==> src/rtl/conv_pkg.sv <==
`default_nettype none
// ============================================================================
// Module      : conv_pkg
// Description : Shared widths plus saturation and weight-extraction helpers
//               for the streaming convolution stage.
// Revision    : 1.0
// ============================================================================
package conv_pkg;

    localparam int PIXEL_W  = 8;
    localparam int OUT_W    = 9;
    localparam int MAX_WW   = 8;
    localparam int MAX_TAPS = 25;
    localparam int FLAT_MAX = MAX_WW * MAX_TAPS;
    localparam int OUT_MAX  = (2 ** (OUT_W - 1)) - 1;
    localparam int OUT_MIN  = -(2 ** (OUT_W - 1));

    function automatic logic signed [OUT_W-1:0] saturate(input logic signed [31:0] v);
        if (v > OUT_MAX)
            return OUT_W'(OUT_MAX);
        else if (v < OUT_MIN)
            return OUT_W'(OUT_MIN);
        else
            return v[OUT_W-1:0];
    endfunction

    // Weights narrower than MAX_WW are sign-extended from their own top bit.
    function automatic logic signed [MAX_WW-1:0] get_weight(
        input logic [FLAT_MAX-1:0] flat,
        input int                  idx,
        input int                  ww
    );
        logic [MAX_WW-1:0] w;
        w = '0;
        for (int b = 0; b < MAX_WW; b++)
            w[b] = (b < ww) ? flat[idx * ww + b] : flat[idx * ww + ww - 1];
        return signed'(w);
    endfunction

endpackage
`default_nettype wire

==> src/rtl/line_buffer.sv <==
`default_nettype none
// ============================================================================
// Module      : line_buffer
// Description : Enabled shift register; dout is the sample shifted in DEPTH
//               enables ago.
// Revision    : 1.0
// ============================================================================
module line_buffer
    import conv_pkg::*;
#(
    parameter int DEPTH = 16
) (
    input  logic               clk,
    input  logic               en,
    input  logic [PIXEL_W-1:0] din,
    output logic [PIXEL_W-1:0] dout
);

    logic [PIXEL_W-1:0] mem [DEPTH];

    always_ff @(posedge clk) begin
        if (en) begin
            mem[0] <= din;
            for (int i = 1; i < DEPTH; i++)
                mem[i] <= mem[i-1];
        end
    end

    assign dout = mem[DEPTH-1];

endmodule
`default_nettype wire

==> src/rtl/conv2d_stream.sv <==
`default_nettype none
// ============================================================================
// Module      : conv2d_stream
// Description : Streaming KxK valid-mode convolution with shift and
//               saturation; two-cycle launch-to-result latency.
// Revision    : 1.0
// ============================================================================
module conv2d_stream
    import conv_pkg::*;
#(
    parameter int DIM   = 16,
    parameter int K     = 3,
    parameter int WW    = 4,
    parameter int SHIFT = 0
) (
    input  logic                 clk,
    input  logic                 reset,
    input  logic [K*K*WW-1:0]    weights,
    input  logic [PIXEL_W-1:0]   pxl_in,
    input  logic                 in_valid,
    output logic [OUT_W-1:0]     conv_out,
    output logic                 valid
);

    localparam int TAPS  = K * K;
    localparam int SUM_W = PIXEL_W + 1 + WW + $clog2(TAPS);
    localparam int CW    = $clog2(DIM);

    logic [CW-1:0]       row;
    logic [CW-1:0]       col;
    logic [PIXEL_W-1:0]  lb_out  [K-1];
    logic [PIXEL_W-1:0]  new_col [K];
    logic [PIXEL_W-1:0]  s1_col  [K];
    logic                s1_shift;
    logic                s1_done;
    logic [PIXEL_W-1:0]  win     [K][K];
    logic                s2_done;
    logic [FLAT_MAX-1:0] w_flat;
    logic signed [SUM_W-1:0] acc;
    logic signed [SUM_W-1:0] shifted;
    logic signed [OUT_W-1:0] sat_val;

    assign w_flat = FLAT_MAX'(weights);

    generate
        for (genvar g = 0; g < K - 1; g++) begin : g_lbuf
            if (g == 0) begin : g_first
                line_buffer #(.DEPTH(DIM)) u_lb (
                    .clk  (clk),
                    .en   (in_valid),
                    .din  (pxl_in),
                    .dout (lb_out[g])
                );
            end else begin : g_chain
                line_buffer #(.DEPTH(DIM)) u_lb (
                    .clk  (clk),
                    .en   (in_valid),
                    .din  (lb_out[g-1]),
                    .dout (lb_out[g])
                );
            end
            assign new_col[K-2-g] = lb_out[g];
        end
    endgenerate

    assign new_col[K-1] = pxl_in;

    always_ff @(posedge clk) begin
        if (reset) begin
            row <= '0;
            col <= '0;
        end else if (in_valid) begin
            if (col == CW'(DIM - 1)) begin
                col <= '0;
                row <= (row == CW'(DIM - 1)) ? '0 : row + 1'b1;
            end else begin
                col <= col + 1'b1;
            end
        end
    end

    // Stage 1: capture the incoming column and whether it completes a window.
    always_ff @(posedge clk) begin
        if (reset) begin
            s1_shift <= 1'b0;
            s1_done  <= 1'b0;
            for (int i = 0; i < K; i++)
                s1_col[i] <= '0;
        end else begin
            s1_shift <= in_valid;
            s1_done  <= in_valid && (row >= CW'(K - 1)) && (col >= CW'(K - 1));
            if (in_valid)
                s1_col <= new_col;
        end
    end

    // Stage 2: window shifts left with the captured column entering on the right.
    always_ff @(posedge clk) begin
        if (reset) begin
            s2_done <= 1'b0;
            for (int i = 0; i < K; i++)
                for (int j = 0; j < K; j++)
                    win[i][j] <= '0;
        end else begin
            s2_done <= s1_done;
            if (s1_shift) begin
                for (int i = 0; i < K; i++) begin
                    for (int j = 0; j < K - 1; j++)
                        win[i][j] <= win[i][j+1];
                    win[i][K-1] <= s1_col[i];
                end
            end
        end
    end

    always_comb begin
        acc = '0;
        for (int i = 0; i < K; i++)
            for (int j = 0; j < K; j++)
                acc = acc + signed'({{(SUM_W - PIXEL_W){1'b0}}, win[i][j]})
                          * SUM_W'(get_weight(w_flat, i * K + j, WW));
        shifted = acc >>> SHIFT;
        sat_val = saturate(32'(shifted));
    end

    always_ff @(posedge clk) begin
        if (reset) begin
            conv_out <= '0;
            valid    <= 1'b0;
        end else begin
            valid <= s2_done;
            if (s2_done)
                conv_out <= sat_val;
        end
    end

endmodule
`default_nettype wire
==> config.mk <==
export PLATFORM = sky130hd
export DESIGN_NAME = conv2d_stream
export DESIGN_NICKNAME = d
export VERILOG_FILES = /design/src/rtl/conv_pkg.sv /design/src/rtl/line_buffer.sv /design/src/rtl/conv2d_stream.sv
export SDC_FILE = /design/constraint.sdc
export NUM_CORES = 1
export LEC_CHECK = 0
export ABC_AREA = 0
export BUFFER_PORTS_ARGS = -buffer_cell sky130_fd_sc_hd__buf_2
export CAP_MARGIN = 20
export CELL_PAD_IN_SITES_DETAIL_PLACEMENT = 0
export CELL_PAD_IN_SITES_GLOBAL_PLACEMENT = 1
export CORE_MARGIN = 1
export CORE_UTILIZATION = 45
export CTS_CLUSTER_SIZE = 28
export DETAILED_ROUTE_END_ITERATION = 10
export PLACE_DENSITY = 0.79
export RECOVER_POWER = 25
export SYNTH_ARGS = -nofsm -noshare
export SYNTH_HDL_FRONTEND = slang
export SYNTH_SLANG_ARGS = --single-unit
==> constraint.sdc <==
create_clock -name clk -period 8.98 [get_ports clk]
set_input_delay 0.898 -clock clk [delete_from_list [all_inputs] [get_ports clk]]
set_output_delay 0.898 -clock clk [all_outputs]
set_load 0.02 [all_outputs]
Yosys cells after proc, flatten, opt, wreduce, memory -nomap -nowiden
Memories as Yosys holds them, arrays and structs flattened. A register that Yosys moved wholly into a read port is not among the register bits. Cells that the tools add are included.

ROM bits: 0. Bits in latches: 0. Input port bits: 47. Logic and storage cells: 69. Bits in registers: 37. Memories: 3. RAM bits: 328. Output and inout port bits: 10.

Equality and inequality tests: 2. $lt $le $gt $ge: 4. Bitwise operators: 9. Multiply operators: 9. Mux-type cells: 20. Divide/modulo/power cells: 0. Reduce and logical (&&, ||, !) cells: 3. Shift-type cells: 0. Add/subtract/negate cells: 10.

Memories: g_lbuf[0].g_first.u_lb.mem (words 16, width 8, rd ports 16, clocked after memory_dff 0, wr ports 16, line line_buffer.sv:19) `logic [PIXEL_W-1:0] mem [DEPTH];`; g_lbuf[1].g_chain.u_lb.mem (words 16, width 8, rd ports 16, clocked after memory_dff 1, wr ports 16, line line_buffer.sv:19); win (words 3, width 24, rd ports 3, clocked after memory_dff 0, wr ports 3, line conv2d_stream.sv:36) `logic [PIXEL_W-1:0] win [K][K];`.

Operator list (number): 9-bit by 4-bit multiplier with 13-bit output (9); 8-bit two-way mux (9); 17-bit by 13-bit adder with 17-bit output (4); 9-bit two-way mux (2); 16-bit by 13-bit adder with 17-bit output (1); 17-bit by 9-bit > comparator with 1-bit output (second input constant) (1); 17-bit by 9-bit < comparator with 1-bit output (second input constant) (1); 15-bit by 13-bit adder with 16-bit output (1); 14-bit by 13-bit adder with 15-bit output (1); 13-bit by 13-bit adder with 14-bit output (1); 1-bit OR (9); 4-bit by 1-bit adder with 4-bit output (second input constant) (2); 4-bit == test (second input constant) (2); 4-bit by 2-bit >= comparator with 1-bit output (second input constant) (2); 4-bit two-way mux (2); 1-bit two-way mux (7); 1-bit logical AND (2); 2-bit AND reduction (1).

Logic depth before layout (Yosys ltp)
Gate-level depths: netlist (run 1). An unclocked memory read counts as a cell.

Depth after elaboration: 13. Mapped depth: 27.

Modules after synthesis
Synthesis (run 1) repeated with hierarchy kept, for this count alone.

Cells, all modules: 1788. Area total of the unflattened synthesis: 23382.4 um^2.

By module, submodules not included: conv2d_stream (seq. area each 3062.9 um^2, area each 15574.9 um^2, cells each 1516, times used 1); line_buffer (seq. area each 3843.7 um^2, area each 3903.7 um^2, cells each 136, times used 2).

Worst setup path after synthesis (run 1)
OpenSTA, ideal clock, no wires.

Path type: input-to-reg. Start: in weights[0]. End: reg conv_out[1]. Required time: 8833 ps. Cell stages on the path: 21. Setup slack: 1132 ps. Setup time: 147 ps. Data arrival time: 7701 ps. Cells stage by stage: nand2_1 -> fa_1 -> inv_1 -> fa_1 -> fa_1 -> fa_1 -> fa_1 -> inv_1 -> fa_1 -> fa_1 -> inv_1 -> fa_1 -> ha_1 -> fa_1 -> a21oi_4 -> o22ai_1 -> o31a_1 -> or3_1 -> a2111o_1 -> o41ai_4 -> o32ai_1.

Longest elaborated chain between the ends: 12.

Ends and longest elaborated chain: start: declaration (line conv2d_stream.sv:18) `input logic [K*K*WW-1:0] weights,`; 9-bit by 4-bit multiplier with 13-bit output * (line conv2d_stream.sv:121) `* SUM_W'(get_weight(w_flat, i * K + j, WW));`; 13-bit by 13-bit adder with 14-bit output * (line conv2d_stream.sv:120) `acc = acc + signed'({{(SUM_W - PIXEL_W){1'b0}}, win[i][j]})`; 14-bit by 13-bit adder with 15-bit output * (line conv2d_stream.sv:120); 15-bit by 13-bit adder with 16-bit output * (line conv2d_stream.sv:120); 16-bit by 13-bit adder with 17-bit output * (line conv2d_stream.sv:120); 17-bit by 13-bit adder with 17-bit output * (4 in a row) (line conv2d_stream.sv:120); 17-bit by 9-bit < comparator with 1-bit output (line conv_pkg.sv:21) `else if (v < OUT_MIN)`; 9-bit two-way mux (line conv_pkg.sv:21); 9-bit two-way mux * (line conv_pkg.sv:19) `if (v > OUT_MAX)`; end signal: assignment (line conv2d_stream.sv:133) `conv_out <= sat_val;`; end: declaration (line conv2d_stream.sv:21) `output logic [OUT_W-1:0] conv_out,`.

Every way passes the cells marked *; elsewhere a longest branch is shown, timed or not. A chain may end at the register's enable or synchronous reset.

Worst setup path in the final report (run 1)
Start: in weights[19]. End: reg conv_out[7].

Longest elaborated chain between the ends: 9.

Ends and longest elaborated chain (line): 9-bit by 4-bit multiplier with 13-bit output * (conv2d_stream.sv:121); 16-bit by 13-bit adder with 17-bit output * (conv2d_stream.sv:120); 17-bit by 13-bit adder with 17-bit output * (4 in a row) (conv2d_stream.sv:120); 17-bit by 9-bit < comparator with 1-bit output (conv_pkg.sv:21); 9-bit two-way mux (conv_pkg.sv:21); 9-bit two-way mux * (conv_pkg.sv:19).

Marks and branches as above.

==> impl_metrics.toml, run 1 <==
[run_status]
status = "complete, no violations"

[layout]
drive_above_1_share = 0.0693
num-nets-final = 2309
area_delta_synth_final_pct = 10.2
final_util = 0.505

[yosys]
ys_types = 48
yosysTopAreaCell = "edfxtp_1"
yosysSeqAreaShare = 0.464
synth_area_um2 = 23200
synth.area.top_cells = "edfxtp_1 43%, fa_1 27%, inv_1 6.3%"
synth_edf_count = 328
yosys_warnings = 0
yosys.area.top_type_share = 0.425
syn_avg_cell_area_um2 = 13.1
synth_seq_cells = 373
synthCells = 1766
synthTopCellsByCount = "387 x inv_1, 328 x edfxtp_1, 308 x fa_1"
synth_flop_cell = "edfxtp_1"
syn_nets = 2229
synth-async-reset-ratio = 0
yosysMostFrequentCell = "inv_1"

[worst_setup_path]
critPathRequiredTime_ps = 9380
cp_slowest_cell = "o41ai_4"
r2r-start = "win[0][1]"
r2r_slack_ps = 1140
worstSetupPathType = "input port to flip-flop"
worst-path-max-fanout = 12
cp-end-kind = "flip-flop"
cp_slowest_stage_delay_ps = 580
arrival_ps = 8300
regToRegEndpoint = "conv_out[7]"
crit_chain = "buf_2 -> nor2b_1 -> fa_1 -> inv_1 -> fa_1 -> fa_1 -> inv_1 -> fa_1 -> inv_1 -> fa_1 -> inv_1 -> fa_1 -> inv_1 -> fa_1 -> inv_1 -> fa_1 -> fa_1 -> a21oi_4 -> o22ai_1 -> o31a_1 -> or3_1 -> a2111o_1 -> o41ai_4 -> o32ai_1"
r2r_cells = 23
cp_common_cell = "fa_1"
worstSetupStartpointType = "input port"

[timing]
clock.fmax_ghz = 0.127
slew_violations = 0
setup_violations = 0
tns_ps = 0
worst_slew_pin_slew_ps = 1100
fin_crit_ps = 7900
relSlewSlack = 0.267
hold_viol = 0
finalCritPeriodShare = 0.880
rsz0062_at_grt = "no"
finClkSkew_ps = 23.5

[detailed_routing]
first_pass_iters = 5
drtAntennaViolNets = 0
drt_wl_total_um = 47600
drt_iter0_markers = 660
via_per_inst = 4.82
drc = 0
wl_per_cell_um = 18.7
via_count = 12300

[clocking]
clock-sinks = 373
numCtsBuffers = 39
path_clk_slew_ps = 60
cts.root.buffer_cell = "clkbuf_16"
ctsHoldBuffers = 0
cts_max_level = 2
cts_tree = "done"
cts.repair.resized = 0
insertion_delay_ps = 560
cts_setup_buffers = 0
cts_buffer_depth = 3

[min_path]
hold_start = "g_lbuf[1].g_chain.u_lb.mem[5][2]"
whs_path_depth = 0
hp-class = "flip-flop to flip-flop"
hold_path_end = "g_lbuf[1].g_chain.u_lb.mem[6][2]"

[grt]
grt_pass1_wl_um = 75000
grt.total_usage = 0.190
grt_pass1_vias = 13400
grt_max_degree = 175
antenna_found_initial = 6
grt_overflow = 0

[floorplanning]
dieArea_um2 = 52400
start_util = 0.459
fp.dieH_um = 229
coreArea_um2 = 50500
rows = 82
die_x_um = 229
ioPinCount = 57

[placement]
portBuffers = 56
dp_hpwl_um = 37500
gp_congestion = 0.907

[flow_run]
drv_cap = 0
## critical path, delay by kind of cell
family / cells / cell delay (ps)
buffers and inverters: 7 / 530
AO/OA/AOI/OAI: 6 / 1840
AND/OR/NAND/NOR: 2 / 550
adder cells (fa/ha/maj): 9 / 4480
## worst max-delay path by stage
stage	from	to	slack, ps
after CTS	weights[19]	conv_out[7]	1100
after floorplan	weights[0]	conv_out[1]	1130
after global routing	weights[3]	conv_out[3]	800
after detailed placement	weights[3]	conv_out[4]	500
after global placement	weights[3]	conv_out[4]	600
final	weights[19]	conv_out[7]	1080
## kinds of logic after synthesis
family / synth area share
buffers and inverters: 0.0676
AND/OR/NAND/NOR: 0.104
flip-flops: 0.464
adder cells (fa/ha/maj): 0.325
multiplexers: 0.0117
AO/OA/AOI/OAI: 0.0187
XOR/XNOR: 0.00945
## final cells by class
cell class / instances / area, µm²
inverters: 387 / 1450
diodes: 4 / 10.0
fillers: 4417 / 25000
clock inverters: 23 / 241
well taps: 672 / 841
multi-input cells: 984 / 10800
flip-flops and latches: 373 / 10800
repair buffers: 61 / 340
clock buffers: 47 / 1030
## per-layer routing
| metal | up-vias | share of wire | track usage |
|---|---|---|---|
| li1 | 5679 | - | - |
| met1 | 6303 | 0.47 | 0.271 |
| met2 | 227 | 0.46 | 0.297 |
| met3 | 71 | 0.050 | 0.0353 |
| met4 | 6 | 0.026 | 0.0573 |
| met5 | - | 0.00067 | 0 |
## placed cells by master (no fill, tap or decap), types with 40 or more instances in the layout
master     Yosys  routed
edfxtp_1     328     328
and2_1       201     201
nand2_1      109     109
fa_1         308     308
ha_1         108     108
nor2_1        81      81
dfxtp_1       45      45
clkbuf_16      0      40
buf_2          0      55
inv_1        387     387
## through the flow
stage	setup WS [ps]	hold slack [ps]	instance area, µm²	cells
5_1_grt	802	417	25500	2547
6_report	1080	411	25500	2551
3_5_place_dp	502	405	24200	2477
3_3_place_gp	601	401	24200	2477
2_1_floorplan	1130	400	23200	1766
4_1_cts	1100	407	25500	2547
## sequential cells by signal, summed over array words and instances (netlist names)
name	count
row	4
g_lbuf.g_chain.u_lb.mem	128
conv_out	9
g_lbuf.g_first.u_lb.mem	128
valid	1
win	72
col	4
s2_done	1
s1_shift	1
s1_done	1
s1_col	24
Power of run 1 is left out: the tool's default activity adds up to more than one toggle a clock period on the data nets, which glitch-free logic cannot reach.
==> run 2, diff against run 1 <==
==> constraint.sdc (replaced) <==
create_clock -name clk -period 8.35 [get_ports clk]
set_input_delay 0.835 -clock clk [delete_from_list [all_inputs] [get_ports clk]]
set_output_delay 0.835 -clock clk [all_outputs]
set_load 0.02 [all_outputs]
==> run 2 against run 1 <==
Effect of this change: sequential cell count did not move; highest routed layer unchanged; critical path depth shrank 1; first-iteration DRC count up 17%; wire length decreased by 0.77%; worst setup slack got worse by 480 ps; final area hardly changed; via count grew 0.14%; core utilization hardly changed; final cell count is essentially flat; non-clock buffer count up 5; largest cell class unchanged; hold slack better by 3.2 ps.
==> impl_metrics.toml, run 2 (synthesis gave the netlist of run 1 again) <==
[run_status]
status = "complete, no violations"

[detailed_routing]
drt_iter0_markers = 772
wl_per_cell_um = 18.5
first_pass_iters = 5
drc = 0
via_per_inst = 4.82
drt_wl_total_um = 47200
via_count = 12300
drtAntennaViolNets = 0

[layout]
multiInputGateArea_um2 = 10800
final_util = 0.505
drive_above_1_share = 0.0702
n_fill_cell = 4486
layout_commonest_cell = "inv_1"
layout_common_cells = "387 x inv_1, 328 x edfxtp_1, 308 x fa_1"
num-nets-final = 2314
postLayoutCellArea_um2 = 25500
area_delta_synth_final_pct = 10.2
largestRegisters = "g_lbuf.g_first.u_lb.mem: 128 flops, g_lbuf.g_chain.u_lb.mem: 128 flops, win: 72 flops"
regArea_um2 = 10800
insertedDiodeCount = 0

[grt]
grt.total_usage = 0.189
grt_pass1_vias = 13300
grt_overflow = 0
grt_max_degree = 180
antenna_found_initial = 3
grt_pass1_wl_um = 74700

[floorplanning]
start_util = 0.459
fp.dieH_um = 229
rows = 82
coreArea_um2 = 50500
ioPinCount = 57
die_x_um = 229
dieArea_um2 = 52400

[clocking]
cts.repair.resized = 0
path_clk_slew_ps = 60
ctsHoldBuffers = 0
clock-sinks = 373
cts_tree = "done"
numCtsBuffers = 39
cts.root.buffer_cell = "clkbuf_16"
cts_max_level = 2
insertion_delay_ps = 570
cts_setup_buffers = 0
cts_buffer_depth = 3

[worst_setup_path]
r2r_slack_ps = 600
r2r_cells = 23
cpLargestDelayFamily = "adder cells"
worstSetupStartpointType = "flip-flop"
cp-end-kind = "flip-flop"
cp_slowest_stage_delay_ps = 580
critPathRequiredTime_ps = 8760
r2r-start = "win[0][16]"
arrival_ps = 8160
regToRegEndpoint = "conv_out[5]"
crit_chain = "nand2b_1 -> fa_1 -> inv_1 -> fa_1 -> inv_1 -> fa_1 -> fa_1 -> fa_1 -> inv_1 -> fa_1 -> inv_1 -> fa_1 -> inv_1 -> fa_1 -> fa_1 -> a21oi_4 -> o22ai_1 -> o31a_1 -> or3_1 -> a2111o_1 -> o41ai_4 -> buf_4 -> o32ai_1"
worst-path-max-fanout = 8
cp_common_cell = "fa_1"
cp_slowest_cell = "fa_1"
worstSetupPathType = "flip-flop to flip-flop"
cp_num_cells = 23
critPathBufInv = 6

[placement]
gp_congestion = 0.895
dp_hpwl_um = 37800
portBuffers = 56
postPlaceCellArea_um2 = 24300

[timing]
hold_viol = 0
setup_violations = 0
clock.fmax_ghz = 0.129
relSlewSlack = 0.266
worst_hold_slack_ps = 414
tns_ps = 0
finalCritPeriodShare = 0.928
fin_crit_ps = 7750
worst_slew_pin_slew_ps = 1100
rsz0062_at_grt = "no"
slew_violations = 0
finClkSkew_ps = 17.8

[min_path]
whs_path_depth = 0
hold_start = "g_lbuf[1].g_chain.u_lb.mem[4][1]"
hp-class = "flip-flop to flip-flop"
hold_path_end = "g_lbuf[1].g_chain.u_lb.mem[5][1]"

[flow_run]
drv_cap = 0
-- run 2: cell count changes in the layout (fill, tap and decap cells not counted), moves of 2 or more --
cell        before  now
clkbuf_1         7   15
buf_4            4    9
clkinv_1         8    4
diode_2          4    0
buf_2           55   52
bufinv_16        4    2
clkinv_4         3    1
clkinvlp_4       0    2
inv_6            2    4
-- run 2: final cells by class --
class | instances | share of cell area
repair buffers | 66 | 0.0147
flip-flops and latches | 373 | 0.421
clock inverters | 19 | 0.00785
well taps | 672 | 0.0330
clock buffers | 52 | 0.0410
inverters | 387 | 0.0569
multi-input cells | 984 | 0.425
-- run 2: stage by stage --
step	instances	setup WS, ps
finish	2553	600
global route	2553	370
CTS	2553	614
detailed placement	2482	41.4
global placement	2482	224
floorplan	1766	565
-- run 2: worst max path at each step --
| stage | slack, ps | from | to |
|---|---|---|---|
| after floorplan | 560 | weights[0] | conv_out[1] |
| after global placement | 220 | weights[0] | conv_out[1] |
| after detailed placement | 40 | weights[0] | conv_out[5] |
| after CTS | 610 | win[0][18] | conv_out[5] |
| after global routing | 370 | weights[0] | conv_out[3] |
| final | 600 | win[0][16] | conv_out[5] |
-- run 2: layer usage --
| layer | vias up | global-route usage | wire length, µm | share of wire |
|---|---|---|---|---|
| met1 | 6308 | 0.256 | 20800 | 0.44 |
| met5 | - | 0 | 42 | 0.00089 |
| met4 | 6 | 0.0579 | 1230 | 0.026 |
| met3 | 76 | 0.0458 | 2920 | 0.062 |
| met2 | 227 | 0.302 | 22200 | 0.47 |
| li1 | 5686 | - | - | - |
Power of run 2 is left out for the same reason.
